==> src/rtl/rf_dbg_pkg.sv <==
// Shared nRF24L01 definitions: SPI opcodes, uplink frame limits and receiver FSM states.
package rf_dbg_pkg;

   localparam logic [7:0] R_RX_PAYLOAD  = 8'h61;
   localparam logic [7:0] W_STATUS      = 8'h27;
   localparam logic [7:0] RX_DR         = 8'h40;
   localparam logic [7:0] NOP           = 8'hFF;

   localparam logic [7:0] DEF_SYNC_BYTE = 8'hA5;
   localparam logic [7:0] MAX_DATA_LEN  = 8'd28;
   localparam int         FRAME_BYTES   = 32;

   typedef enum logic [2:0] {
      ST_IDLE,
      ST_CMD,
      ST_RD,
      ST_GAP,
      ST_CLR,
      ST_CHECK
   } rx_state_e;

endpackage

==> src/rtl/rf_uplink_rx_module_if.sv <==
// Byte-engine handshake between the uplink receiver (master) and SPI_module (slave).
interface rf_uplink_rx_module_if;

   logic       SPI_En;
   logic [7:0] SPI_SBUF;
   logic [7:0] SPI_RBUF;
   logic       SPI_Dat_Rdy;
   logic       SPI_Busy;

   modport master (output SPI_En, SPI_SBUF, input SPI_RBUF, SPI_Dat_Rdy, SPI_Busy);
   modport slave  (input SPI_En, SPI_SBUF, output SPI_RBUF, SPI_Dat_Rdy, SPI_Busy);

endinterface

==> src/rtl/rf_rx_frame_buf.sv <==
// Double-buffered 2x32x8 frame store: payload lands in the shadow bank, reads see the committed bank.
module rf_rx_frame_buf
   import rf_dbg_pkg::*;
(
   input  logic       CLK,
   input  logic       RST,
   input  logic       wr_en,
   input  logic [4:0] wr_addr,
   input  logic [7:0] wr_dat,
   input  logic       swap,
   input  logic [4:0] rd_addr,
   output logic [7:0] rd_dat
);

   localparam logic [4:0] RD_ADDR_MAX = 5'(MAX_DATA_LEN - 8'd1);

   logic [7:0] mem [2][FRAME_BYTES];
   logic       sel_q;

   // NOTE: storage arrays carry no reset; only the bank select and read register do.
   always_ff @(posedge CLK) begin
      if (wr_en) mem[~sel_q][wr_addr] <= wr_dat;
   end

   // NOTE: sequential state is always assigned with <= so every flop samples pre-edge values.
   always_ff @(posedge CLK or posedge RST) begin
      if (RST) begin
         sel_q  <= 1'b0;
         rd_dat <= '0;
      end else begin
         if (swap) sel_q <= ~sel_q;
         rd_dat <= (rd_addr > RD_ADDR_MAX) ? 8'h00 : mem[sel_q][5'(rd_addr + 5'd3)];
      end
   end

endmodule

==> src/rtl/rf_uplink_rx_module.sv <==
// nRF24L01 uplink receiver: on IRQ reads the RX payload, clears RX_DR, validates and publishes the command.
// Optional: define RF_RX_CHKSUM_EN to require byte 31 to equal the wrap-around sum of bytes 0..30.
module rf_uplink_rx_module
   import rf_dbg_pkg::*;
#(
   parameter logic [5:0]  PAYLOAD_LEN = 6'd32,
   parameter logic [7:0]  SYNC_BYTE   = DEF_SYNC_BYTE,
   parameter logic [15:0] TIMEOUT_CYC = 16'd50000
) (
   input  logic                  CLK,
   input  logic                  RST,
   input  logic                  En,
   input  logic                  NRF_IRQ,
   output logic                  NRF_CE,
   output logic                  NRF_CSN,
   rf_uplink_rx_module_if.master spi,
   output logic                  Cmd_Rdy,
   output logic [7:0]            Cmd_Id,
   output logic [4:0]            Cmd_Len,
   input  logic [4:0]            Cmd_Rd_Addr,
   output logic [7:0]            Cmd_Rd_Dat,
   output logic [7:0]            Err_Cnt
);

   localparam logic [5:0] LAST_IDX = 6'(PAYLOAD_LEN - 6'd1);

   rx_state_e   state_q, state_d;
   logic        irq_meta, irq_sync;
   logic        csn_q, csn_d;
   logic        spi_en_q, spi_en_d;
   logic [7:0]  sbuf_q, sbuf_d;
   logic        in_flight_q, in_flight_d;
   logic [5:0]  cnt_q, cnt_d;
   logic        gap_q, gap_d;
   logic [15:0] tmo_q, tmo_d;
   logic [7:0]  err_q;
   logic [7:0]  hdr_sync_q, hdr_id_q, hdr_len_q;
   logic [7:0]  cmd_id_q;
   logic [4:0]  cmd_len_q;
   logic        cmd_rdy_q;
   logic        xfer, byte_done, buf_we, commit, err_inc, chk_ok, frame_ok;
   logic [7:0]  tx_byte;

   assign NRF_CE       = En & ~RST;
   assign NRF_CSN      = csn_q;
   assign spi.SPI_En   = spi_en_q;
   assign spi.SPI_SBUF = sbuf_q;
   assign Cmd_Rdy      = cmd_rdy_q;
   assign Cmd_Id       = cmd_id_q;
   assign Cmd_Len      = cmd_len_q;
   assign Err_Cnt      = err_q;

`ifdef RF_RX_CHKSUM_EN
   logic [7:0] sum_q, chk_q;

   always_ff @(posedge CLK or posedge RST) begin
      if (RST) begin
         sum_q <= '0;
         chk_q <= '0;
      end else if (state_q == ST_CMD) begin
         sum_q <= '0;
      end else if (buf_we) begin
         if (cnt_q == LAST_IDX) chk_q <= spi.SPI_RBUF;
         else                   sum_q <= sum_q + spi.SPI_RBUF;
      end
   end

   assign chk_ok = (sum_q == chk_q);
`else
   assign chk_ok = 1'b1;
`endif

   assign frame_ok  = (hdr_sync_q == SYNC_BYTE) && (hdr_len_q <= MAX_DATA_LEN) && chk_ok;
   assign xfer      = (state_q == ST_CMD) || (state_q == ST_RD) || (state_q == ST_CLR);
   assign byte_done = in_flight_q && spi.SPI_Dat_Rdy;

   // NOTE: every always_comb output gets a default first so no path can infer a latch.
   always_comb begin
      state_d     = state_q;
      csn_d       = csn_q;
      spi_en_d    = 1'b0;
      sbuf_d      = sbuf_q;
      in_flight_d = in_flight_q;
      cnt_d       = cnt_q;
      gap_d       = gap_q;
      tmo_d       = tmo_q;
      buf_we      = 1'b0;
      commit      = 1'b0;
      err_inc     = 1'b0;

      unique case (state_q)
         ST_CMD:  tx_byte = R_RX_PAYLOAD;
         ST_CLR:  tx_byte = cnt_q[0] ? RX_DR : W_STATUS;
         default: tx_byte = NOP;
      endcase

      // One byte in flight: start only on an idle engine, then wait for completion.
      if (xfer && !in_flight_q && !spi.SPI_Busy) begin
         spi_en_d    = 1'b1;
         sbuf_d      = tx_byte;
         in_flight_d = 1'b1;
         tmo_d       = TIMEOUT_CYC - 16'd1;
      end else if (in_flight_q) begin
         if (spi.SPI_Dat_Rdy) in_flight_d = 1'b0;
         else if (tmo_q != 16'd0) tmo_d = tmo_q - 16'd1;
      end

      unique case (state_q)
         ST_IDLE: begin
            cnt_d = '0;
            if (En && !irq_sync) begin
               state_d = ST_CMD;
               csn_d   = 1'b0;
            end
         end
         ST_CMD: begin
            if (byte_done) begin
               state_d = ST_RD;
               cnt_d   = '0;
            end
         end
         ST_RD: begin
            if (byte_done) begin
               buf_we = 1'b1;
               if (cnt_q == LAST_IDX) begin
                  state_d = ST_GAP;
                  csn_d   = 1'b1;
                  gap_d   = 1'b0;
               end else begin
                  cnt_d = cnt_q + 6'd1;
               end
            end
         end
         ST_GAP: begin
            if (gap_q) begin
               state_d = ST_CLR;
               csn_d   = 1'b0;
               cnt_d   = '0;
            end else begin
               gap_d = 1'b1;
            end
         end
         ST_CLR: begin
            if (byte_done) begin
               if (cnt_q[0]) begin
                  state_d = ST_CHECK;
                  csn_d   = 1'b1;
               end else begin
                  cnt_d = 6'd1;
               end
            end
         end
         ST_CHECK: begin
            commit  = frame_ok;
            err_inc = !frame_ok;
            state_d = ST_IDLE;
         end
         default: state_d = ST_IDLE;
      endcase

      // A silent byte engine aborts the frame without touching the committed bank.
      if (in_flight_q && !spi.SPI_Dat_Rdy && tmo_q == 16'd0) begin
         state_d     = ST_IDLE;
         csn_d       = 1'b1;
         in_flight_d = 1'b0;
         buf_we      = 1'b0;
         err_inc     = 1'b1;
      end
   end

   always_ff @(posedge CLK or posedge RST) begin
      if (RST) begin
         state_q     <= ST_IDLE;
         irq_meta    <= 1'b1;
         irq_sync    <= 1'b1;
         csn_q       <= 1'b1;
         spi_en_q    <= 1'b0;
         sbuf_q      <= '0;
         in_flight_q <= 1'b0;
         cnt_q       <= '0;
         gap_q       <= 1'b0;
         tmo_q       <= '0;
      end else begin
         state_q     <= state_d;
         irq_meta    <= NRF_IRQ;
         irq_sync    <= irq_meta;
         csn_q       <= csn_d;
         spi_en_q    <= spi_en_d;
         sbuf_q      <= sbuf_d;
         in_flight_q <= in_flight_d;
         cnt_q       <= cnt_d;
         gap_q       <= gap_d;
         tmo_q       <= tmo_d;
      end
   end

   always_ff @(posedge CLK or posedge RST) begin
      if (RST) begin
         hdr_sync_q <= '0;
         hdr_id_q   <= '0;
         hdr_len_q  <= '0;
         cmd_id_q   <= '0;
         cmd_len_q  <= '0;
         cmd_rdy_q  <= 1'b0;
         err_q      <= '0;
      end else begin
         if (buf_we) begin
            if (cnt_q == 6'd0) hdr_sync_q <= spi.SPI_RBUF;
            if (cnt_q == 6'd1) hdr_id_q   <= spi.SPI_RBUF;
            if (cnt_q == 6'd2) hdr_len_q  <= spi.SPI_RBUF;
         end
         if (commit) begin
            cmd_id_q  <= hdr_id_q;
            cmd_len_q <= hdr_len_q[4:0];
         end
         cmd_rdy_q <= commit;
         if (err_inc && err_q != 8'hFF) err_q <= err_q + 8'd1;
      end
   end

   rf_rx_frame_buf u_frame_buf (
      .CLK     (CLK),
      .RST     (RST),
      .wr_en   (buf_we),
      .wr_addr (cnt_q[4:0]),
      .wr_dat  (spi.SPI_RBUF),
      .swap    (commit),
      .rd_addr (Cmd_Rd_Addr),
      .rd_dat  (Cmd_Rd_Dat)
   );

endmodule

==> src/flat_wrapper.sv <==
// flat-port wrapper written by rule: the top's interface ports become plain ports
module rf_uplink_rx_module_flat import rf_dbg_pkg::*;
#(
   parameter logic [5:0]  PAYLOAD_LEN = 6'd32,
   parameter logic [7:0]  SYNC_BYTE   = DEF_SYNC_BYTE,
   parameter logic [15:0] TIMEOUT_CYC = 16'd50000
)
  (CLK, RST, En, NRF_IRQ, NRF_CE, NRF_CSN, Cmd_Rdy, Cmd_Id, Cmd_Len, Cmd_Rd_Addr, Cmd_Rd_Dat, Err_Cnt, spi_SPI_En, spi_SPI_SBUF, spi_SPI_RBUF, spi_SPI_Dat_Rdy, spi_SPI_Busy);
  rf_uplink_rx_module_if spi_i ();
  input  logic CLK;
  input  logic RST;
  input  logic En;
  input  logic NRF_IRQ;
  output logic NRF_CE;
  output logic NRF_CSN;
  output logic Cmd_Rdy;
  output logic [7:0] Cmd_Id;
  output logic [4:0] Cmd_Len;
  input  logic [4:0] Cmd_Rd_Addr;
  output logic [7:0] Cmd_Rd_Dat;
  output logic [7:0] Err_Cnt;
  output wire logic [$bits(spi_i.SPI_En)-1:0] spi_SPI_En;
  output wire logic [$bits(spi_i.SPI_SBUF)-1:0] spi_SPI_SBUF;
  input wire logic [$bits(spi_i.SPI_RBUF)-1:0] spi_SPI_RBUF;
  input wire logic [$bits(spi_i.SPI_Dat_Rdy)-1:0] spi_SPI_Dat_Rdy;
  input wire logic [$bits(spi_i.SPI_Busy)-1:0] spi_SPI_Busy;
  assign spi_SPI_En = spi_i.SPI_En;
  assign spi_SPI_SBUF = spi_i.SPI_SBUF;
  assign spi_i.SPI_RBUF = spi_SPI_RBUF;
  assign spi_i.SPI_Dat_Rdy = spi_SPI_Dat_Rdy;
  assign spi_i.SPI_Busy = spi_SPI_Busy;
  rf_uplink_rx_module #(.PAYLOAD_LEN(PAYLOAD_LEN), .SYNC_BYTE(SYNC_BYTE), .TIMEOUT_CYC(TIMEOUT_CYC)) u_core (.CLK(CLK), .RST(RST), .En(En), .NRF_IRQ(NRF_IRQ), .NRF_CE(NRF_CE), .NRF_CSN(NRF_CSN), .spi(spi_i), .Cmd_Rdy(Cmd_Rdy), .Cmd_Id(Cmd_Id), .Cmd_Len(Cmd_Len), .Cmd_Rd_Addr(Cmd_Rd_Addr), .Cmd_Rd_Dat(Cmd_Rd_Dat), .Err_Cnt(Err_Cnt));
endmodule
==> config.mk <==
export PLATFORM = sky130hd
export DESIGN_NAME = rf_uplink_rx_module_flat
export DESIGN_NICKNAME = d
export VERILOG_FILES = /design/src/rtl/rf_dbg_pkg.sv /design/src/rtl/rf_uplink_rx_module_if.sv /design/src/rtl/rf_rx_frame_buf.sv /design/src/rtl/rf_uplink_rx_module.sv /design/src/flat_wrapper.sv
export SDC_FILE = /design/constraint.sdc
export NUM_CORES = 1
export LEC_CHECK = 0
export CORE_MARGIN = 1.5
export CORE_UTILIZATION = 47
export CTS_CLUSTER_DIAMETER = 120
export CTS_CLUSTER_SIZE = 8
export DETAILED_ROUTE_END_ITERATION = 8
export GPL_TIMING_DRIVEN = 0
export PLACE_DENSITY = 0.62
export SKIP_LAST_GASP = 1
export SLEW_MARGIN = 40
export SYNTH_ARGS = -nofsm -noshare
export SYNTH_HDL_FRONTEND = slang
export SYNTH_SLANG_ARGS = --single-unit
==> constraint.sdc <==
create_clock -name CLK -period 3.66 [get_ports CLK]
set_input_delay 0.732 -clock CLK [delete_from_list [all_inputs] [get_ports CLK]]
set_output_delay 0.732 -clock CLK [all_outputs]
set_load 0.02 [all_outputs]
## After elaboration in Yosys (flattened, before gate mapping)

Memory sizes are Yosys's and may differ from the RTL's.
Cells that the tools add are included.

- Memories kept: 1
- Bits in registers: 94
- Output and inout port bits: 41
- Memory bits (writable): 512

Memory list:

| memory | depth | width | read ports | clocked after Yosys merged registers in | write ports | RTL line | text |
|---|---|---|---|---|---|---|---|
| u_core.u_frame_buf.mem | 2 | 256 | 1 | 0 | 1 | rf_rx_frame_buf.sv:17 | `logic [7:0] mem [2][FRAME_BYTES];` |

- Order comparisons: 5
- Bitwise logic cells: 5
- Muxes and demuxes: 52
- Reduce and logical (&&, ||, !) cells: 34
- Equal/unequal tests: 25
- Add/sub/neg operators: 4

Operators by type and width:

| kind | count |
|---|---|
| 256-bit 2-to-1 mux | 1 |
| 16-bit 2-to-1 mux | 4 |
| 8-bit binary-select mux with 5-bit select | 1 |
| 8-bit demux with 5-bit select | 1 |
| 6-bit 2-to-1 mux | 6 |
| 8-bit 2-to-1 mux | 4 |
| 6-bit one-hot mux with 5 select lines | 1 |
| 3-bit 2-to-1 mux | 8 |
| 1-bit 2-to-1 mux | 21 |
| 7-bit AND reduction | 3 |
| 16-bit logical NOT | 1 |
| 8-bit one-hot mux with 2 select lines | 1 |
| 16-bit nonzero test | 1 |
| 16-bit by 1-bit subtractor with 16-bit output, second input constant | 1 |
| 3-bit one-hot mux with 5 select lines | 1 |
| 6-bit greater-or-equal comparator, second input constant | 2 |
| 3-bit by 2-bit != test with 1-bit output, second input constant | 4 |
| 5-bit inverter with 6-bit output | 2 |
| 2-bit by 1-bit != test with 1-bit output, second input constant | 5 |
| 5-bit nonzero test | 2 |
| 1-bit logical AND | 9 |
| 8-bit by 1-bit adder with 8-bit output, second input constant | 1 |
| 8-bit equality test, second input constant | 1 |
| 8-bit by 5-bit less-or-equal comparator with 1-bit output, second input constant | 1 |
| other kinds (27) | 43 |

## Longest topological paths before layout

- Word-level depth: 7
- Depth in mapped cells: 12

## Modules after synthesis

Synthesis repeated with hierarchy kept, for this count alone.

- Cell total of the unflattened synthesis: 1249
- Area, all modules: 23891.7 um^2

Modules (own cells, without submodules):

| module | area an instance (um^2) | cells an instance | times used |
|---|---|---|---|
| rf_rx_frame_buf | 20073.0 | 918 | 1 |
| rf_uplink_rx_module | 3818.7 | 331 | 1 |

## Least setup slack after synthesis

OpenSTA, ideal clock, no wires.

- Path type: in2reg
- From: in Cmd_Rd_Addr[0]
- To: reg u_core.u_frame_buf.rd_dat[0]
- Setup slack: 540 ps
- Stages on the path: 10
- Buffers on the path: 3
- Arrival: 3049 ps
- Path through: clkbuf_1 -> clkbuf_1 -> buf_2 -> inv_1 -> ha_1 -> or3b_2 -> mux2_2 -> o21ai_0 -> o21ai_0 -> nand4_1

- Word-level cells in the longest chain between the ends: 6

RTL lines:

| item | RTL line | text |
|---|---|---|
| start, declared | flat_wrapper.sv:19 | `input logic [4:0] Cmd_Rd_Addr;` |
| 5-bit by 2-bit adder with 5-bit output | rf_rx_frame_buf.sv:32 | `rd_dat <= (rd_addr > RD_ADDR_MAX) ? 8'h00 : mem[sel_q][5'(rd_addr + 5'd3)];` |
| 5-bit inverter with 6-bit output (implied by the code) | rf_rx_frame_buf.sv:32 |  |
| 8-bit binary-select mux with 5-bit select | rf_rx_frame_buf.sv:32 |  |
| 8-bit 2-to-1 mux (implied by the code) (2 in series) | rf_rx_frame_buf.sv:32 |  |
| 8-bit 2-to-1 mux * | rf_rx_frame_buf.sv:32 |  |
| end signal, assigned | rf_rx_frame_buf.sv:32 |  |
| end, declared | rf_rx_frame_buf.sv:12 | `output logic [7:0] rd_dat` |

Mark *: on every way between the ends. The rest lies on a longest branch, timed or not. The select of a mux whose other input is x is not followed.
A chain may end at the register's enable or synchronous reset.

## Final worst setup path

- From: reg u_core.u_frame_buf.sel_q
- To: mem u_core.u_frame_buf.mem[0][45] (netlist name) (enable)

- Word-level cells in the longest chain between the ends: 1

RTL lines:

| item | RTL line | text |
|---|---|---|
| start, declared | rf_rx_frame_buf.sv:18 | `logic sel_q;` |
| start signal, assigned | rf_rx_frame_buf.sv:31 | `if (swap) sel_q <= ~sel_q;` |
| 1-bit inverter | rf_rx_frame_buf.sv:22 | `if (wr_en) mem[~sel_q][wr_addr] <= wr_dat;` |
| end, declared | rf_rx_frame_buf.sv:17 |  |

No other way between the ends.

==> impl_metrics.py <==
metrics = {
    "status": {
        "status": "finished, final reports clean",
    },
    "clocking": {
        "numCtsBuffers": 85,
        "path_clk_slew_ps": 50,
        "ctsHoldBuffers": 0,
        "clock_latency_ps": 610,
        "cts_tree": "done",
        "cts.sinks": 602,
        "htreeDepth": 3,
        "cts_root_buf": "clkbuf_16",
        "cts.path.max_buffers": 3,
        "cts_resized": 61,
        "cts_setup_buffers": 0,
    },
    "synthesis": {
        "synth_cell_types": 71,
        "ys.flop_type": "edfxtp_1",
        "netlist_instances": 1244,
        "syn-num-nets": 1272,
        "synth.largest_area_cell": "edfxtp_1",
        "syn_avg_cell_area_um2": 19.14,
        "yosys_warnings": 0,
        "synth-seq-cells": 602,
        "synth_area_um2": 23810,
        "synth_top_area_share_pct": 64.57,
        "async_flop_share_pct": 14.95,
        "yosys-top-cells-area": "edfxtp_1 (65%), mux4_2 (12%), dfrtp_1 (9.1%), a22o_1 (2.4%), mux2_2 (1.8%)",
        "synth_edf_count": 512,
        "synth-seq-area-share_pct": 74.05,
    },
    "detailed_routing": {
        "drc": 0,
        "drtAntennaViolNets": 0,
        "dr.pass1.iters": 8,
        "routed_wl_um": 56680,
        "dr_total_vias": 12670,
        "via_per_inst": 6.011,
        "drt-initial-drc-count": 1359,
        "wire_per_inst_um": 26.89,
    },
    "floorplanning": {
        "dieWidth_um": 228.1,
        "die_y_um": 228.1,
        "initial_core_util_pct": 47.56,
        "die_area_um2": 52020,
        "io_pins": 60,
        "core_area_um2": 50070,
        "core.rowCount": 82,
    },
    "layout": {
        "drive_above_1_share_pct": 26.53,
        "fin_nets": 1430,
        "syn_to_final_growth_pct": 17.65,
        "utilization_pct": 55.95,
        "fillers": 3843,
        "n_antenna_cell": 0,
    },
    "power_and_ir_drop": {
        "ir_worst_vdd_mv": 0.4140,
        "powerDensity_nw_per_um2": 578.8,
        "cellLeakagePower_uw": 0.009196,
    },
    "grt": {
        "antenna_found_initial": 1,
        "grt_max_degree": 60,
        "grt_pass1_vias": 12830,
        "grt_pass1_wl_um": 83990,
        "grt_use_total_pct": 22.14,
        "overflow": 0,
    },
    "placement": {
        "gp_congestion": 0.8881,
        "hpwl_um": 36720,
        "portBuffers": 59,
        "pre_cts_ws_ps": -1158,
    },
    "sta": {
        "setup_viol": 0,
        "rsz0062_at_grt": "yes",
        "setup_ws_ps": 67.27,
        "report.final.slew_viol_count": 0,
        "finClkSkew_ps": 25.68,
        "fin_crit_ps": 3593,
        "fmax_mhz": 278.3,
        "post-route-period-util_pct": 98.16,
        "finalHoldViolCount": 0,
        "relSlewSlack_pct": 42.88,
        "worst_slew_pin_slew_ps": 856.7,
    },
    "critical_path": {
        "slowest_stage": "dfrtp_1",
        "cp_common_cell": "buf_2",
        "worstSetupPathType": "reg2reg",
        "critPathMaxFanout": 10,
        "crit_chain": "buf_2 > buf_2 > inv_1 > nor3_2 > nand2_2 > nor2_2",
        "crit_family": "simple AND/OR/NAND/NOR gates",
        "critPathCaptureType": "flip-flop",
        "arrival_ps": 3830,
        "required_ps": 3900,
        "cp-start-kind": "flip-flop",
        "critPathBufInv": 3,
        "slowest_delay_ps": 680,
    },
    "min_path": {
        "min_path_type": "reg2reg",
    },
    "flow_run": {
        "cap_viol_max_count": 0,
    },
}
final timing paths:
| kind | end | from | slack (ps) | cells past startpoint |
|---|---|---|---|---|
| max | u_core.u_frame_buf.mem[0][45] | u_core.u_frame_buf.sel_q | 70 | 6 |
| min | u_core.irq_sync | u_core.irq_meta | 340 | 0 |
| max reg2reg | u_core.u_frame_buf.mem[0][45] | u_core.u_frame_buf.sel_q | 70 | 6 |
| min reg2reg | u_core.irq_sync | u_core.irq_meta | 340 | 0 |
| max in group asynchronous | u_core.hdr_id_q[3] | RST | 2540 | 3 |
| min in group asynchronous | u_core.spi.SPI_SBUF[4] | RST | 540 | 2 |
cell type report:
| cell class | instances | area [um^2] | area share (%) |
|---|---|---|---|
| flip-flops and latches | 602 | 17630 | 62.94 |
| well taps | 672 | 840.8 | 3.001 |
| clock buffers | 116 | 2286 | 8.160 |
| inverters | 10 | 42.54 | 0.1519 |
| repair buffers | 72 | 790.8 | 2.823 |
| clock inverters | 5 | 58.81 | 0.2099 |
| plain buffers | 64 | 304.0 | 1.085 |
| multi-input cells | 567 | 6060 | 21.63 |
Yosys cell counts, types with 9 or more instances:
library cell,instances
nor2_1,87
xor2_1,9
dfrtp_1,87
nand3_1,12
mux4_2,128
buf_2,19
a22o_1,66
a21oi_1,9
clkbuf_1,34
o21ai_0,44
inv_1,10
ha_1,9
mux2_2,38
edfxtp_1,512
nand4_1,15
nand2_1,30
registers in the layout (all words and copies together) (netlist names), 3 cells and up:
name,flops
u_core.u_frame_buf.rd_dat,8
u_core.tmo_q,16
u_core.spi.SPI_SBUF,4
u_core.Cmd_Len,5
u_core.hdr_len_q,8
u_core.hdr_id_q,8
u_core.Cmd_Id,8
u_core.hdr_sync_q,8
u_core.Err_Cnt,8
u_core.cnt_q,6
u_core.u_frame_buf.mem,512
u_core.state_q,3
stage by stage:
stage	total power (uW)	hold slack, ps	cells	setup TNS, ps	instance area (um^2)
2_1_floorplan	8668	345.2	1244	0	23810
3_3_place_gp	9285	345.8	1975	-194770	25240
3_5_place_dp	9325	353.8	1988	-107940	25460
4_1_cts	16330	351.4	2108	0	27980
5_1_grt	16710	354.2	2108	-9.302	28010
6_report	16210	344.1	2108	0	28010
cell usage in the layout, fill, tap and decap left out, types with 4 or more instances in the layout:
cell type and n:
buf_2 22, and2_1 4, nand3b_1 5, a22o_1 66
clkdlybuf4s50_1 51, mux2_2 38, xnor2_1 8, o31ai_1 7
o21ai_0 42, nor2_2 23, nor2_4 16, buf_1 6
or4_1 6, xor2_1 9, nand2b_1 4, a31oi_1 6
buf_12 7, nand3_1 12, nor2b_1 7, nand2_2 5
clkbuf_16 87, nand2_1 26, dfrtp_1 87, inv_1 9
buf_4 16, nor3_1 7, ha_1 9, clkbuf_2 10
nand4_1 15, nor2_1 51, mux4_2 128, or3_1 4
edfxtp_1 512, clkbuf_1 50, a21oi_1 9
routing by layer:
metal	wire length, um	GRT usage, %	vias up	share of wire (%)
li1	-	-	5403	-
met1	24480	31.94	6668	43
met2	26800	34.02	490	47
met3	3743	4.588	108	6.6
met4	1650	7.161	2	2.9
met5	10	0	-	0.018
cell families (layout without fill, tap and decap cells):
group / Yosys count / count (layout) / share of synthesized area [%]
buf+inv: 75 / 267 / 1.361
flops: 602 / 602 / 74.05
fa+ha+maj: 10 / 10 / 0.5150
compound gates: 158 / 158 / 4.882
simple gates: 213 / 213 / 4.535
mux: 169 / 169 / 14.04
xor+xnor: 17 / 17 / 0.6254
where the power goes:
| group | switching [uW] | leakage [uW] | internal, uW | total (uW) |
|---|---|---|---|---|
| logic | 878 | 0.00233 | 565 | 1440 |
| clock network | 2720 | 0.00113 | 4280 | 7000 |
| registers | 143 | 0.00574 | 7630 | 7770 |
Power figures use the tool's default switching activity.
==> RTL edit, RTL diff (same settings) <==
The 6 states of `rx_state_e` get a Gray code encoding in 3 bits.
--- a/src/rtl/rf_dbg_pkg.sv
+++ b/src/rtl/rf_dbg_pkg.sv
@@ -11,12 +11,12 @@
    localparam int         FRAME_BYTES   = 32;
 
    typedef enum logic [2:0] {
-      ST_IDLE,
-      ST_CMD,
-      ST_RD,
-      ST_GAP,
-      ST_CLR,
-      ST_CHECK
+      ST_IDLE  = 3'b000,
+      ST_CMD   = 3'b001,
+      ST_RD    = 3'b011,
+      ST_GAP   = 3'b010,
+      ST_CLR   = 3'b110,
+      ST_CHECK = 3'b111
    } rx_state_e;
 
 endpackage
Check against the original RTL: no difference found for any inputs over 4 cycles, from zero or initial values and one cycle with RST high; so few cycles prove little.
==> RTL edit against the original RTL <==
  * Core utilization shrank 0.17 points
  * Final area barely moved
  * Area after synthesis grew 0.25%
  * Power grew 3.6%
  * Sequential cell count did not move
  * Setup slack worse by 0.056 ns
  * Clock skew down 0.010 ns
  * Final cell count up 0.57%
  * Die area is 0.24% higher
  * Sequential share of layout area up 0.062 points
  * Wire length shrank 1.2%
==> RTL edit: results <==
[timing]
max_slew_margin = 0.4072
fin_hold_ws_ns = 0.3547
finClkSkew_ns = 0.01565

[clock_tree]
root_buffer = clkbuf_16
clk_pin_slew_ns = 0.05
postCtsSetupRepairBufs = 0
numCtsBuffers = 85
clk_path_buf_depth = 3
clkLatencyLatePin_ns = 0.61
htreeDepth = 3

[yosys]
ys_top_cells_by_area = edfxtp_1 (64%), mux4_2 (12%), dfrtp_1 (9.1%), a22o_1 (2.4%), mux2_2 (1.8%)
yosysWarnings = 0
ys_types = 66
synth_commonest_cells = edfxtp_1 (512), mux4_2 (128), dfrtp_1 (87)
synthFlopType = edfxtp_1
synth_area_per_cell_sq_um = 18.96
synthArstFlopShare = 0.1495
yosysSeqAreaShare = 0.7386
syn_nets = 1287
synth_edf_count = 512

[cells_and_area]
drive_gt1_frac = 0.2666
antenna_cells = 0
largest_registers = u_core.u_frame_buf.mem (512), u_core.tmo_q (16)
final_nets = 1442
top_register = u_core.u_frame_buf.mem
instances_no_fill = 2120
fillers = 3875

[global_route]
antenna_found_initial = 0
grt_max_degree = 62
track_usage = 0.2194
grt_pass1_wl_um = 83320

[drt]
first_pass_iters = 5
drt_first_iter_violations = 1077
num_vias = 12510
drt-wirelength-per-cell_um = 26.41

[pwr]
p_leak_uw = 0.009119
internal_power_uw = 12790
ir_drop_uv = 446.9

[outcome]
outcome = complete, no violations

[worst_setup_path]
reg2reg_setup_slack_ns = 0.01
cp_max_fo = 10
cp.arrival_ns = 3.88

[placed_design]
io_buffers = 59
dp.cells = 2000
dp_hpwl_um = 36430
place_congestion = 0.9198

[die]
fp-row-count = 82

[min_path]
hold_path_class = flop to flop
RTL edit: cell count changes in the layout (fill, tap and decap cells not counted), moves of 4 or more:
cell and delta:
a31oi_1 -4, buf_2 -6, buf_4 -4, clkbuf_1 +7, nand2_1 +18, nor2_1 -22
nor2_2 +34, nor2_4 -16, o21ai_1 +7, o31ai_1 -6, xor2_1 +6
RTL edit: kinds of logic after synthesis:
logic type	Yosys count	share of synthesized area
DFF	602	0.7386
muxes	170	0.1404
adders and majority gates	9	0.004718
and+or+nand+nor	225	0.04828
xor gates and xnor gates	20	0.007339
buffers and inverters	78	0.01400
AOI/OAI and AO/OA	155	0.04660
RTL edit: per-stage QoR:
step | total power (uW) | setup TNS, ns | cell area, sq um | worst slack (ns)
global route | 17380 | -16.47 | 27990 | -0.2058
finish | 16800 | 0 | 27990 | 0.01091
detailed placement | 9941 | -16.45 | 25490 | -1.528
floorplan | 9181 | 0 | 23870 | 0.5977
global placement | 9894 | -106.10 | 25300 | -1.522
CTS | 16890 | -5.926 | 27850 | -0.1156
RTL edit: layout make-up:
type,instances,area share
repair buffers,69,0.02759
clock inverters,2,0.0006259
plain buffers,65,0.01086
clock buffers,119,0.08209
multi-input cells,579,0.2169
well taps,672,0.03004
inverters,12,0.001878
flip-flops and latches,602,0.6300
RTL edit: path summary, 6_finish.rpt:
path / from / to / depth (start not counted)
worst max-delay path: u_core.u_frame_buf.sel_q$_DFFE_PP0P_ / u_core.u_frame_buf.mem[0][66]$_DFFE_PP_ / 5
worst min-delay path: u_core.irq_meta$_DFF_PP1_ / u_core.irq_sync$_DFF_PP1_ / 0
worst max register to register: u_core.u_frame_buf.sel_q$_DFFE_PP0P_ / u_core.u_frame_buf.mem[0][66]$_DFFE_PP_ / 5
worst min register to register: u_core.irq_meta$_DFF_PP1_ / u_core.irq_sync$_DFF_PP1_ / 0
max in group asynchronous: RST / u_core.NRF_CSN$_DFFE_PP1P_ / 3
min in group asynchronous: RST / u_core.Err_Cnt[7]$_DFFE_PP0P_ / 2
RTL edit: worst max-delay path: stages, from the launching register on:
cell      delay [ns]
dfrtp_1         0.42
buf_2           0.40
buf_2           0.48
clkbuf_1        0.47
nand3_1         0.75
nor2_2          0.74
RTL edit: what timing repair did:
action / CTS / global route
setup endpoints to repair: 140 / 309
pin swaps: 0 / 0
gates resized for setup: 30 / 36
RTL edit: power groups by stage:
stage                     Combinational [uW]  Sequential [uW]  Clock (uW)
after floorplan                         1060             8120           0
after global placement                  1810             8090           0
after detailed placement                1860             8080           0
after CTS                               1880             7960        7060
after global routing                    2040             7990        7350
final                                   1890             7960        6950
RTL edit: per-layer routing:
metal,vias up,wire [um],GRT usage
met5,-,0,0
met4,0,1441,0.06974
met3,101,4017,0.05065
met2,477,26610,0.3431
met1,6518,23930,0.3084
li1,5418,-,-
